<file path="config.mk">
export PLATFORM = sky130hd
export DESIGN_NAME = ofdm_status
export DESIGN_NICKNAME = d
export VERILOG_FILES = /design/src/rtl/ofdm_status.sv
export SDC_FILE = /design/constraint.sdc
export NUM_CORES = 1
export LEC_CHECK = 0
export CELL_PAD_IN_SITES_DETAIL_PLACEMENT = 0
export CELL_PAD_IN_SITES_GLOBAL_PLACEMENT = 1
export CORE_ASPECT_RATIO = 1.4
export CORE_MARGIN = 2
export CORE_UTILIZATION = 24
export DETAILED_ROUTE_END_ITERATION = 7
export HOLD_SLACK_MARGIN = 0.15
export PLACE_DENSITY_LB_ADDON = 0.05
export SETUP_SLACK_MARGIN = 0.2
export SYNTH_ARGS = -nofsm -noshare
export SYNTH_HDL_FRONTEND = slang
export SYNTH_SLANG_ARGS = --single-unit
</file>
<file path="constraint.sdc">
create_clock -name clk -period 2.2 [get_ports clk]
set_input_delay 0.44 -clock clk [delete_from_list [all_inputs] [get_ports clk]]
set_output_delay 0.44 -clock clk [all_outputs]
set_load 0.03 [all_outputs]
</file>
<file path="src/rtl/ofdm_status.sv">
// ofdm_status
// Status and interrupt return path from the OFDM datapath to the processing
// system. Per-block error strobes and frame start/end events become sticky
// write-1-to-clear flags, a wrapping frame counter, a saturating error
// counter, a first-error capture and a maskable level interrupt. All
// outputs are registered and feed the AXI-lite read mux.
//
// Optional feature macro: OFDM_STATUS_TIMEOUT_EN
//   When defined, a frame watchdog flags sticky bit NUM_ERR+2 and forces the
//   frame FSM back to IDLE once a frame has been open for timeout_reg cycles.
//   When undefined, timeout_reg is ignored and that bit always reads 0.
//
// Ports:
//   clk          system clock
//   rst          asynchronous reset, active low
//   err_in       single-cycle error strobes {qam, pre, pil, fft, cyc, data}
//   frame_start  pulse on first sample of an OFDM frame
//   frame_end    pulse on last sample of an OFDM frame
//   clr_reg      write-1-to-clear pattern; bit 31 clears counters/capture
//   clr_valid    one-cycle strobe qualifying clr_reg
//   mask_reg     interrupt mask, 1 = masked
//   timeout_reg  frame watchdog limit in cycles (0 = disabled)
//   status_reg0  sticky flags
//   status_reg1  completed-frame count, zero-extended
//   status_reg2  error-event count, zero-extended
//   status_reg3  {first_err_valid[31], first_err_idx[15:8], state[1:0]}
//   irq          level interrupt

module ofdm_status #(
    parameter int C_S_AXI_DATA_WIDTH = 32,
    parameter int NUM_ERR            = 6,
    parameter int CNT_WIDTH          = 16
) (
    input  logic                          clk,
    input  logic                          rst,
    input  logic [NUM_ERR-1:0]            err_in,
    input  logic                          frame_start,
    input  logic                          frame_end,
    input  logic [C_S_AXI_DATA_WIDTH-1:0] clr_reg,
    input  logic                          clr_valid,
    input  logic [C_S_AXI_DATA_WIDTH-1:0] mask_reg,
    input  logic [C_S_AXI_DATA_WIDTH-1:0] timeout_reg,
    output logic [C_S_AXI_DATA_WIDTH-1:0] status_reg0,
    output logic [C_S_AXI_DATA_WIDTH-1:0] status_reg1,
    output logic [C_S_AXI_DATA_WIDTH-1:0] status_reg2,
    output logic [C_S_AXI_DATA_WIDTH-1:0] status_reg3,
    output logic                          irq
);

    localparam int NUM_FLAGS = NUM_ERR + 3;
    localparam int BIT_OVR   = NUM_ERR;
    localparam int BIT_UND   = NUM_ERR + 1;
    localparam int BIT_TMO   = NUM_ERR + 2;

    typedef enum logic [1:0] {
        IDLE     = 2'd0,
        IN_FRAME = 2'd1
    } state_t;

    state_t                 state;
    state_t                 state_next;
    logic                   overrun;
    logic                   underrun;
    logic                   frame_done;
    logic                   frame_open;
    logic                   timeout_hit;
    logic [NUM_FLAGS-1:0]   sticky;
    logic [NUM_FLAGS-1:0]   flag_set;
    logic [NUM_FLAGS-1:0]   flag_clr;
    logic [CNT_WIDTH-1:0]   frame_cnt;
    logic [CNT_WIDTH-1:0]   err_cnt;
    logic                   first_err_valid;
    logic [7:0]             first_err_idx;
    logic [7:0]             lowest_idx;
    logic                   capture_en;
    logic                   cnt_clr;
    logic                   unused_clr;

    // Only the flag bits and bit 31 of the clear word have a meaning.
    assign unused_clr = ^clr_reg[C_S_AXI_DATA_WIDTH-2:NUM_FLAGS];

`ifdef OFDM_STATUS_TIMEOUT_EN
    logic [C_S_AXI_DATA_WIDTH-1:0] wd_cnt;

    // Watchdog counts cycles spent in the current frame; restarts whenever a
    // frame is (re)opened.
    always_ff @(posedge clk or negedge rst) begin
        if (!rst) begin
            wd_cnt <= '0;
        end else if (frame_open) begin
            wd_cnt <= '0;
        end else if (state == IN_FRAME) begin
            wd_cnt <= wd_cnt + C_S_AXI_DATA_WIDTH'(1);
        end
    end

    assign timeout_hit = (state == IN_FRAME) && (timeout_reg != '0) &&
                         (wd_cnt == timeout_reg);
`else
    logic unused_timeout;

    assign unused_timeout = ^timeout_reg;
    assign timeout_hit    = 1'b0;
`endif

    // Frame FSM state register.
    always_ff @(posedge clk or negedge rst) begin
        if (!rst) begin
            state <= IDLE;
        end else begin
            state <= state_next;
        end
    end

    // Next state. A watchdog expiry wins over any same-cycle frame event.
    always_comb begin
        state_next = state;
        if (timeout_hit) begin
            state_next = IDLE;
        end else begin
            case (state)
                IDLE:     if (frame_start && !frame_end) state_next = IN_FRAME;
                IN_FRAME: if (frame_end && !frame_start) state_next = IDLE;
                default:  state_next = IDLE;
            endcase
        end
    end

    // FSM event outputs. Simultaneous start/end closes and reopens a frame
    // when already inside one, or counts a zero-length frame from IDLE.
    always_comb begin
        overrun    = 1'b0;
        underrun   = 1'b0;
        frame_done = 1'b0;
        frame_open = 1'b0;
        if (!timeout_hit) begin
            case (state)
                IDLE: begin
                    if (frame_start && frame_end) frame_done = 1'b1;
                    else if (frame_start)         frame_open = 1'b1;
                    else if (frame_end)           underrun   = 1'b1;
                end
                IN_FRAME: begin
                    if (frame_start && frame_end) begin
                        frame_done = 1'b1;
                        frame_open = 1'b1;
                    end else if (frame_end) begin
                        frame_done = 1'b1;
                    end else if (frame_start) begin
                        overrun = 1'b1;
                    end
                end
                default: ;
            endcase
        end
    end

    // Set and clear vectors for the sticky flags.
    always_comb begin
        flag_set                = '0;
        flag_set[NUM_ERR-1:0]   = err_in;
        flag_set[BIT_OVR]       = overrun;
        flag_set[BIT_UND]       = underrun;
        flag_set[BIT_TMO]       = timeout_hit;
        flag_clr                = clr_valid ? clr_reg[NUM_FLAGS-1:0] : '0;
    end

    // Index of the lowest flag being set this cycle.
    always_comb begin
        lowest_idx = '0;
        for (int i = NUM_FLAGS - 1; i >= 0; i--) begin
            if (flag_set[i]) lowest_idx = 8'(i);
        end
    end

    assign capture_en = !first_err_valid && (sticky == '0) && (|flag_set);
    assign cnt_clr    = clr_valid && clr_reg[C_S_AXI_DATA_WIDTH-1];

    // Sticky flags: a set in the same cycle as a clear wins.
    always_ff @(posedge clk or negedge rst) begin
        if (!rst) begin
            sticky <= '0;
        end else begin
            sticky <= (sticky & ~flag_clr) | flag_set;
        end
    end

    // Counters and first-error capture; the bulk clear discards any
    // same-cycle increment or capture.
    always_ff @(posedge clk or negedge rst) begin
        if (!rst) begin
            frame_cnt       <= '0;
            err_cnt         <= '0;
            first_err_valid <= 1'b0;
            first_err_idx   <= '0;
        end else if (cnt_clr) begin
            frame_cnt       <= '0;
            err_cnt         <= '0;
            first_err_valid <= 1'b0;
            first_err_idx   <= '0;
        end else begin
            if (frame_done) frame_cnt <= frame_cnt + CNT_WIDTH'(1);
            if ((|err_in) && (err_cnt != '1)) err_cnt <= err_cnt + CNT_WIDTH'(1);
            if (capture_en) begin
                first_err_valid <= 1'b1;
                first_err_idx   <= lowest_idx;
            end
        end
    end

    // irq follows the registered flags, so it lags them by one cycle.
    always_ff @(posedge clk or negedge rst) begin
        if (!rst) begin
            irq <= 1'b0;
        end else begin
            irq <= |(status_reg0 & ~mask_reg);
        end
    end

    always_comb begin
        status_reg0                   = '0;
        status_reg0[NUM_FLAGS-1:0]    = sticky;
        status_reg1                   = '0;
        status_reg1[CNT_WIDTH-1:0]    = frame_cnt;
        status_reg2                   = '0;
        status_reg2[CNT_WIDTH-1:0]    = err_cnt;
        status_reg3                   = '0;
        status_reg3[C_S_AXI_DATA_WIDTH-1] = first_err_valid;
        status_reg3[15:8]             = first_err_idx;
        status_reg3[1:0]              = state;
    end

endmodule

</file>
==> flow_metrics.tcl, run 1 <==
set metrics [dict create \
    synthAdderAreaFrac_pct 0.783 \
    die_w_um 102 \
    route.vias.total 2717 \
    clockBufferDepth 2 \
    worstHoldStart "err_in[2]" \
    criticalPathCategory "input pin to register" \
    hold_viol_final 0 \
    ys_top_cells_by_count "buf_4 (84), dfrtp_1 (47), nand2_1 (33)" \
    crit_path_max_fanout 8 \
    dp_cells 629 \
    finalNonFillerCells 638 \
    avgSynthCellArea_sq_um 8.78 \
    cpLargestDelayFamily "simple AND/OR/NAND/NOR gates" \
    synth-edff-count 0 \
    clock.fmax_mhz 520 \
    clock-root-buffer "clkbuf_16" \
    synth.area.top_cells "dfrtp_1 (37%), buf_4 (20%), nand2_1 (3.9%)" \
    dp_hpwl_mm 6.90 \
    area_growth_pct 30.6 \
    yosys.area.top_type "dfrtp_1" \
    critPathLaunch "err_in[0]" \
    die_height_um 141 \
    drt_first_pass_iters 4 \
    grt_usage_pct 12.8 \
    clk_pin_slew_ns 0.07 \
    drive_gt1_share_pct 10.2 \
    rsz0062_at_grt "false" \
    synthArstFlopShare_pct 100 \
    status "completed" \
    synth_xor_area_share_pct 2.19 \
    yosysMostFrequentCell "buf_4" \
    htree_levels 2 \
    drt_iter0_markers 67 \
    grt_max_degree 48 \
    cts_tree "done" \
    postSynthRegisterBits 47 \
    synth_area_sq_um 3200 \
    postCtsSetupBuffers 0 \
    cp_slowest_stage_delay_ns 0.62 \
    setup.worst_path.end_class "register" \
    synth_top_family_by_area "buffers and inverters" \
    path_buf_inv 1 \
    fin_skew_ns 0.00452 \
    min_period_over_period_pct 87.5 \
    port_buffers 76 \
    drtAntennaViolNets 0 \
    cts.sinks 47 \
    fin_nets 568 \
    path_cells "clkdlybuf4s50_1 -> or4_4 -> o2111ai_4 -> nor3_1 -> o21a_1" \
    whs_ns 0.481 \
    initial_core_util_pct 24.7 \
    grt_overflow_total 0 \
    worst_slew_pin_slew_ns 0.612 \
    synth_ff_type "dfrtp_1" \
    worstPathArrival_ns 2.11 \
    diodes 0 \
    slew_viol_final 0 \
    final.setup.tns_ns 0 \
    slew_headroom_pct 58.9 \
    gp_congestion 0.747 \
    power_density_nw_per_um2 610 \
    hp-class "input pin to register" \
    seq_area_frac_synth_pct 36.8 \
    synth-simple-area-share_pct 21.2 \
    finalWirelength_mm 9.14 \
    finalSetupViolations 0 \
    vdd_drop_max_mv 0.308 \
    fin_crit_ns 1.92 \
    synthDistinctLibCells 56 \
    r2r_setup_slack_ns 0.35 \
    start_kind "input pin" \
    synth_compound_area_share_pct 15.7 \
    cts_buffers 5 \
    reg2reg_from "err_cnt[0]$_DFFE_PN0P_" \
    crit_required_ns 2.38 \
    syn_inst 364 \
    synth_top_area_share_pct 36.8 \
    via_per_inst 4.26 \
    antenna_found_initial 0 \
    p_leak_nw 1.84 \
    ys_warn_count 0 \
    grt_pass1_vias 2570 \
    maxCapViolCount 0 \
    wire_per_inst_um 14.3 \
    remaining_drc_errors 0 \
    worst_path_max_delay_cell "or4_4" \
    row_count 49 \
    die-area_sq_um 14300 \
    worstSkewPairLatency_ns 0.29 \
    core_sq_um 12900 \
    grt_pass1_wl_mm 14.1 \
    ioPinCount 236 \
    synthMuxAreaShare_pct 0.626 \
]
-- logic make-up (layout without fill, tap and decap cells) --
logic type | after synthesis | after routing
simple gates | 124 | 124
buf+inv | 107 | 122
compound gates | 73 | 73
flops | 47 | 47
xor+xnor | 8 | 8
fa+ha+maj | 2 | 2
mux | 2 | 2
other cells | 1 | 82
-- sequential cells by signal, summed over array words and instances (netlist names) --
name and cells:
first_err_idx 3, first_err_valid 1, irq 1, frame_cnt 16, sticky 9, state 1, err_cnt 16
-- routing by layer --
layer / GRT usage, % / wire, um / vias to the layer above
li1: - / - / 1312
met3: 2.59 / 499 / 7
met2: 22.4 / 4700 / 108
met5: 0 / 0 / -
met4: 4.62 / 145 / 0
met1: 15.1 / 3800 / 1290
-- tightest hold or removal path: cells and delay by family --
kind | cells | cell delay, ns
buf+inv | 2 | 0.24
simple gates | 1 | 0.06
-- layout by cell type, fill, tap and decap left out, types with 4 or more instances in the layout --
cell	synthesis	layout
or4_1	9	9
or3_1	5	5
dlymetal6s2s_1	0	4
clkbuf_16	0	5
a21oi_1	22	22
nand3_1	9	8
and4_4	5	5
buf_4	84	20
inv_1	15	15
o31ai_1	8	8
xnor2_1	4	4
nand4_1	10	10
clkdlybuf4s50_1	0	71
nor2_1	23	23
conb_1	1	82
a21o_1	5	5
and2_1	4	4
nor3_1	5	5
xor2_1	4	4
o21ai_0	12	12
dfrtp_1	47	47
nand2_1	33	33
-- final timing paths --
path                                           end  depth (start not counted)
max in group asynchronous  err_cnt[12]$_DFFE_PN0P_                          3
min                            sticky[2]$_DFF_PN0_                          3
min reg2reg                    sticky[7]$_DFF_PN0_                          2
min in group asynchronous     state[0]$_DFFE_PN0P_                          3
max                         err_cnt[9]$_DFFE_PN0P_                          5
max reg2reg                 err_cnt[9]$_DFFE_PN0P_                          5
-- through the flow --
stage               total power (W)  utilization (%)  cell area (sq um)  setup WS (ns)
finish                      0.00254             32.3               4170          0.275
CTS                         0.00259             32.1               4150          0.212
detailed placement          0.00180             31.0               4000         -0.132
global route                0.00268             32.3               4170          0.228
floorplan                   0.00160                -               3500          0.344
global placement            0.00179             31.0               4000         -0.185
-- area by class of cell --
type                       count  area, sq um
clock buffer                   7          133
clock inverter                 1         5.00
fill                        1393         8760
inverter                      15         56.3
multi-input combinational    291         1610
sequential                    47         1180
tap                          178          223
timing repair buffer          99          966
-- power breakdown --
group / switching [W] / internal (W)
clock: 0.000347 / 0.000422
sequential: 0.000102 / 0.000927
combinational: 0.000489 / 0.000258
-- repair_timing --
item / 4_1_cts / 5_1_grt
endpoints found under the hold margin: 7 / 0
resized for setup: 1 / 6
cloned: 0 / 0
endpoints found under the setup margin: 1 / 15
pin swaps: 0 / 2
hold buffers: 1 / 0
Note: power is estimated with default switching activity, not from simulation.
==> run 2, diff against run 1 <==
- clock period: 2.2 -> 2.1 ns (I/O delays scaled with it)
==> run 2 against run 1 <==
  * Die area did not move
  * Register-to-register slack got worse by 0.07 ns
  * Sequential share of layout area fell by 0.50 points
  * Clock power rose by 25%
  * Critical path depth fell by 4
  * Global-route usage fell by 0.072 points
  * Wire length rose by 1.7%
  * Hold slack improved by 0.033 ns
  * Critical path type is now register to output port
  * Critical endpoint is now status_reg2[4]
  * Largest cell class unchanged
  * Largest power group unchanged
==> flow_metrics.tcl, run 2 (synthesis gave the netlist of run 1 again) <==
set metrics [dict create \
    status "completed" \
    mostFrequentLayoutCell "conb_1" \
    layout_common_cells "conb_1 (82), clkdlybuf4s50_1 (59), dfrtp_1 (47)" \
    wire_per_inst_um 14.5 \
    cts_buffers 5 \
    path_cells "clkdlybuf4s50_1" \
    seqPwrFrac_pct 38.4 \
    cp_slowest_stage_delay_ns 0.71 \
    drt_iter0_markers 83 \
    grt_max_degree 32 \
    rsz0062_at_grt "false" \
    min_period_over_period_pct 88.7 \
    row_count 49 \
    whs_ns 0.514 \
    drt_first_pass_iters 4 \
    antenna_found_initial 0 \
    slew_viol_final 0 \
    port_buffers 76 \
    path_buf_inv 1 \
    grt_pass1_wl_mm 14.0 \
    area_growth_pct 32.9 \
    clock.fmax_mhz 537 \
    setup.worst_path.end_class "output port" \
    ioPinCount 236 \
    remaining_drc_errors 0 \
    start_kind "register" \
    gp_congestion 0.747 \
    cts.sinks 47 \
    fin_util_pct 32.8 \
    worstPathArrival_ns 1.44 \
    die-area_sq_um 14300 \
    cpLargestDelayFamily "buffers and inverters" \
    maxCapViolCount 0 \
    grt_overflow_total 0 \
    hp-class "input pin to register" \
    switching_share_pct 35.3 \
    finalWirelength_mm 9.30 \
    core_sq_um 12900 \
    hold_viol_final 0 \
    drive_gt1_share_pct 11.3 \
    worst_path_max_delay_cell "clkdlybuf4s50_1" \
    vdd_drop_max_mv 0.442 \
    criticalPathCategory "register to output port" \
    worstSkewPairLatency_ns 0.29 \
    route.vias.total 2733 \
    htree_levels 2 \
    combPwrFrac_pct 27.5 \
    final.setup.tns_ns 0 \
    grt_pass1_vias 2514 \
    drtAntennaViolNets 0 \
    dp_slack_ns -0.289 \
    die_height_um 141 \
    die_w_um 102 \
    crit_path_max_fanout 6 \
    p_leak_nw 1.98 \
    clk_pin_slew_ns 0.07 \
    crit_required_ns 1.68 \
    p_clk_share_pct 34.1 \
    fin_nets 570 \
    largest_registers "err_cnt x16, frame_cnt x16, sticky x9" \
    initial_core_util_pct 24.7 \
    fin_skew_ns 0.00346 \
    grt_usage_pct 12.7 \
    power.internal_w 0.00182 \
    cts_tree "done" \
    finalSetupViolations 0 \
    diodes 0 \
    clock-root-buffer "clkbuf_16" \
    power_switching_w 0.000995 \
    fin_crit_ns 1.86 \
    clockBufferDepth 2 \
    via_per_inst 4.27 \
    power_density_nw_per_um2 663 \
    dp_hpwl_mm 7.07 \
    postLayoutSetupSlackWorst_ns 0.236 \
]
==> run 2: cell types whose count changed in the layout (fill, tap and decap cells not counted), sizes merged <==
cell,change
clkdlybuf4s50,-12
dlygate4sd2,+7
dlymetal6s2s,+5
buf,+2
bufinv,+1
clkbuf,-1
==> run 2: final timing paths <==
check	startpoint	to	slack, ns	cells past startpoint
worst max-delay path	err_cnt[4]$_DFFE_PN0P_	status_reg2[4]	0.24	1
worst min-delay path	err_in[0]	sticky[0]$_DFF_PN0_	0.51	3
worst max register to register	err_cnt[0]$_DFFE_PN0P_	err_cnt[11]$_DFFE_PN0P_	0.28	6
worst min register to register	sticky[3]$_DFF_PN0_	sticky[3]$_DFF_PN0_	0.54	1
max in group asynchronous	rst	err_cnt[11]$_DFFE_PN0P_	0.94	3
min in group asynchronous	rst	frame_cnt[7]$_DFFE_PN0P_	0.61	2
==> run 2: timing repair <==
action | CTS | global route
hold buffers | 1 | 0
pin swaps | 1 | 3
setup buffers | 0 | 0
gates cloned | 0 | 0
hold endpoints to repair | 16 | 0
resized for setup | 10 | 13
endpoints found under the setup margin | 12 | 19
==> run 2: power groups by stage <==
stage | clock network [W] | logic, W | registers, W
6_report | 0.000961 | 0.000775 | 0.00108
5_1_grt | 0.00103 | 0.000834 | 0.00109
4_1_cts | 0.00101 | 0.000780 | 0.00108
3_5_place_dp | 0 | 0.000788 | 0.00110
3_3_place_gp | 0 | 0.000784 | 0.00110
2_1_floorplan | 0 | 0.000479 | 0.00120
==> run 2: per-stage QoR <==
step	power [W]	area, sq um	instances
floorplan	0.00168	3500	445
global placement	0.00188	4010	631
detailed placement	0.00189	4010	631
CTS	0.00286	4200	640
global route	0.00295	4250	640
finish	0.00282	4250	640
==> run 2: layer usage <==
layer	track usage [%]	vias to the layer above	share of wire, %
met5	0	-	0
met4	3.63	0	0.86
met3	2.40	5	6.0
met2	22.8	119	51
met1	15.1	1291	42
li1	-	1318	-
==> run 2: final cells by class <==
class                      count  area, sq um
multi-input combinational    291         1650
clock buffer                   6          139
sequential                    47         1180
timing repair buffer         101          972
clock inverter                 2         35.0
inverter                      15         56.3
fill                        1406         8690
tap                          178          223
==> run 2: worst reg2reg max path, delay by kind of cell, from the launching register on <==
family,cells,cell delay (ns)
simple gates,3,0.74
buf+inv,1,0.16
flops,1,0.43
fa+ha+maj,1,0.26
compound gates,1,0.16
==> run 3, diff against run 2 <==
--- a/constraint.sdc
+++ b/constraint.sdc
@@ -3,2 +3,2 @@
 set_output_delay 0.42 -clock clk [all_outputs]
-set_load 0.03 [all_outputs]
+set_load 0.005 [all_outputs]
==> run 3 against run 2 <==
  * Sequential share of layout area barely moved
  * Hold slack barely moved
  * Combinational power shrank 36%
  * Maximum frequency increased by 1.4%
  * Register-to-register slack hardly changed
  * Utilization hardly changed
  * Wire length fell by 0.14%
  * Cell count stayed put
  * Die area unchanged
  * Global-route usage hardly changed
  * Clock power barely moved
==> flow_metrics.tcl, run 3 (synthesis gave the netlist of run 1 again) <==
set metrics [dict create \
    status "completed" \
    cts_buffers 5 \
    clock-root-buffer "clkbuf_16" \
    core_sq_um 12900 \
    die_height_um 141 \
    remaining_drc_errors 0 \
    clock.fmax_mhz 544 \
    crit_path_max_fanout 8 \
    mostFrequentLayoutCell "conb_1" \
    postCtsSetupBuffers 0 \
    whs_ns 0.514 \
    drt_iter0_markers 85 \
    slew_viol_final 0 \
    drt_first_pass_iters 4 \
    antenna_found_initial 0 \
    grt_usage_pct 12.7 \
    p_leak_nw 1.85 \
    port_buffers 76 \
    grt_overflow_total 0 \
    setup.worst_path.end_class "register" \
    clk_pin_slew_ns 0.07 \
    worstSkewPairLatency_ns 0.29 \
    area_growth_pct 32.7 \
    finalWirelength_mm 9.29 \
    drtAntennaViolNets 0 \
    worstPathArrival_ns 2.05 \
    via_per_inst 4.25 \
    dp_cells 631 \
    drive_gt1_share_pct 11.3 \
    finalSetupViolations 0 \
    largest_registers "err_cnt x16, frame_cnt x16, sticky x9" \
    cts.sinks 47 \
    dp_hpwl_mm 7.07 \
    power_density_nw_per_um2 599 \
    min_period_over_period_pct 87.5 \
    crit_required_ns 2.32 \
    row_count 49 \
    die-area_sq_um 14300 \
    grt_pass1_vias 2514 \
    layout_common_cells "conb_1 (82), clkdlybuf4s50_1 (72), dfrtp_1 (47)" \
    htree_levels 2 \
    hp-class "input pin to register" \
    ioPinCount 236 \
    route.vias.total 2723 \
    fin_util_pct 32.8 \
    fin_nets 570 \
    vdd_drop_max_mv 0.439 \
    fin_crit_ns 1.84 \
    diodes 0 \
    clockBufferDepth 2 \
    finalNonFillerCells 640 \
    start_kind "input pin" \
    die_w_um 102 \
    hold_viol_final 0 \
    wire_per_inst_um 14.5 \
    initial_core_util_pct 24.7 \
    maxCapViolCount 0 \
    grt_max_degree 32 \
    fin_skew_ns 0.00346 \
    gp_congestion 0.747 \
    grt_pass1_wl_mm 14.0 \
    final.setup.tns_ns 0 \
    cts_tree "done" \
    rsz0062_at_grt "false" \
    criticalPathCategory "input pin to register" \
]
[run 3: cell types whose count changed in the layout (fill, tap and decap cells not counted), sizes merged]
cell	before	now
clkdlybuf4s50	59	72
dlymetal6s2s	9	3
dlygate4sd2	7	0
[run 3: metal layers]
layer	vias up	wire length [um]	track usage (%)
met5	-	0	0
met4	0	80	3.63
met3	5	556	2.40
met2	119	4780	22.7
met1	1282	3880	15.1
li1	1317	-	-
[run 3: final timing paths]
path | startpoint | end | slack, ns | cells past startpoint
min in group asynchronous | rst | frame_cnt[7]$_DFFE_PN0P_ | 0.61 | 2
max in group asynchronous | rst | err_cnt[11]$_DFFE_PN0P_ | 0.94 | 3
max reg2reg | err_cnt[0]$_DFFE_PN0P_ | err_cnt[11]$_DFFE_PN0P_ | 0.28 | 6
max | err_in[2] | err_cnt[13]$_DFFE_PN0P_ | 0.26 | 5
min | err_in[0] | sticky[0]$_DFF_PN0_ | 0.51 | 3
min reg2reg | sticky[3]$_DFF_PN0_ | sticky[3]$_DFF_PN0_ | 0.54 | 1
[run 3: worst max-delay path, cell delays in order]
cell	delay [ns]
clkdlybuf4s50_1	0.55
or4_4	0.22
o2111ai_4	0.20
or4_4	0.51
a21oi_1	0.15
[run 3: timing repair]
action | 4_1_cts | 5_1_grt
setup endpoints to repair | 5 | 13
endpoints found under the hold margin | 16 | 0
gates resized for setup | 3 | 7
hold buffers | 1 | 0
pin swaps | 1 | 3
[run 3: final cells by class]
type	instances	area, sq um
fill	1405	8690
multi-input combinational	291	1650
sequential	47	1180
timing repair buffer	101	966
tap	178	223
clock buffer	6	139
inverter	15	56.3
clock inverter	2	35.0
[run 3: report_power, final]
part / switching (W) / leakage (nW) / total, W / internal, W
sequential: 0.000111 / 0.615 / 0.00108 / 0.000971
clock: 0.000367 / 0.0868 / 0.000960 / 0.000593
combinational: 0.000229 / 1.15 / 0.000499 / 0.000270
[run 3: stage by stage]
step / instance area, sq um / setup slack [ns] / total power [W]
after floorplan: 3500 / 0.387 / 0.00138
after global placement: 4010 / -0.280 / 0.00159
after detailed placement: 4010 / -0.289 / 0.00160
after CTS: 4200 / 0.202 / 0.00259
after global routing: 4240 / 0.206 / 0.00268
final: 4240 / 0.262 / 0.00254
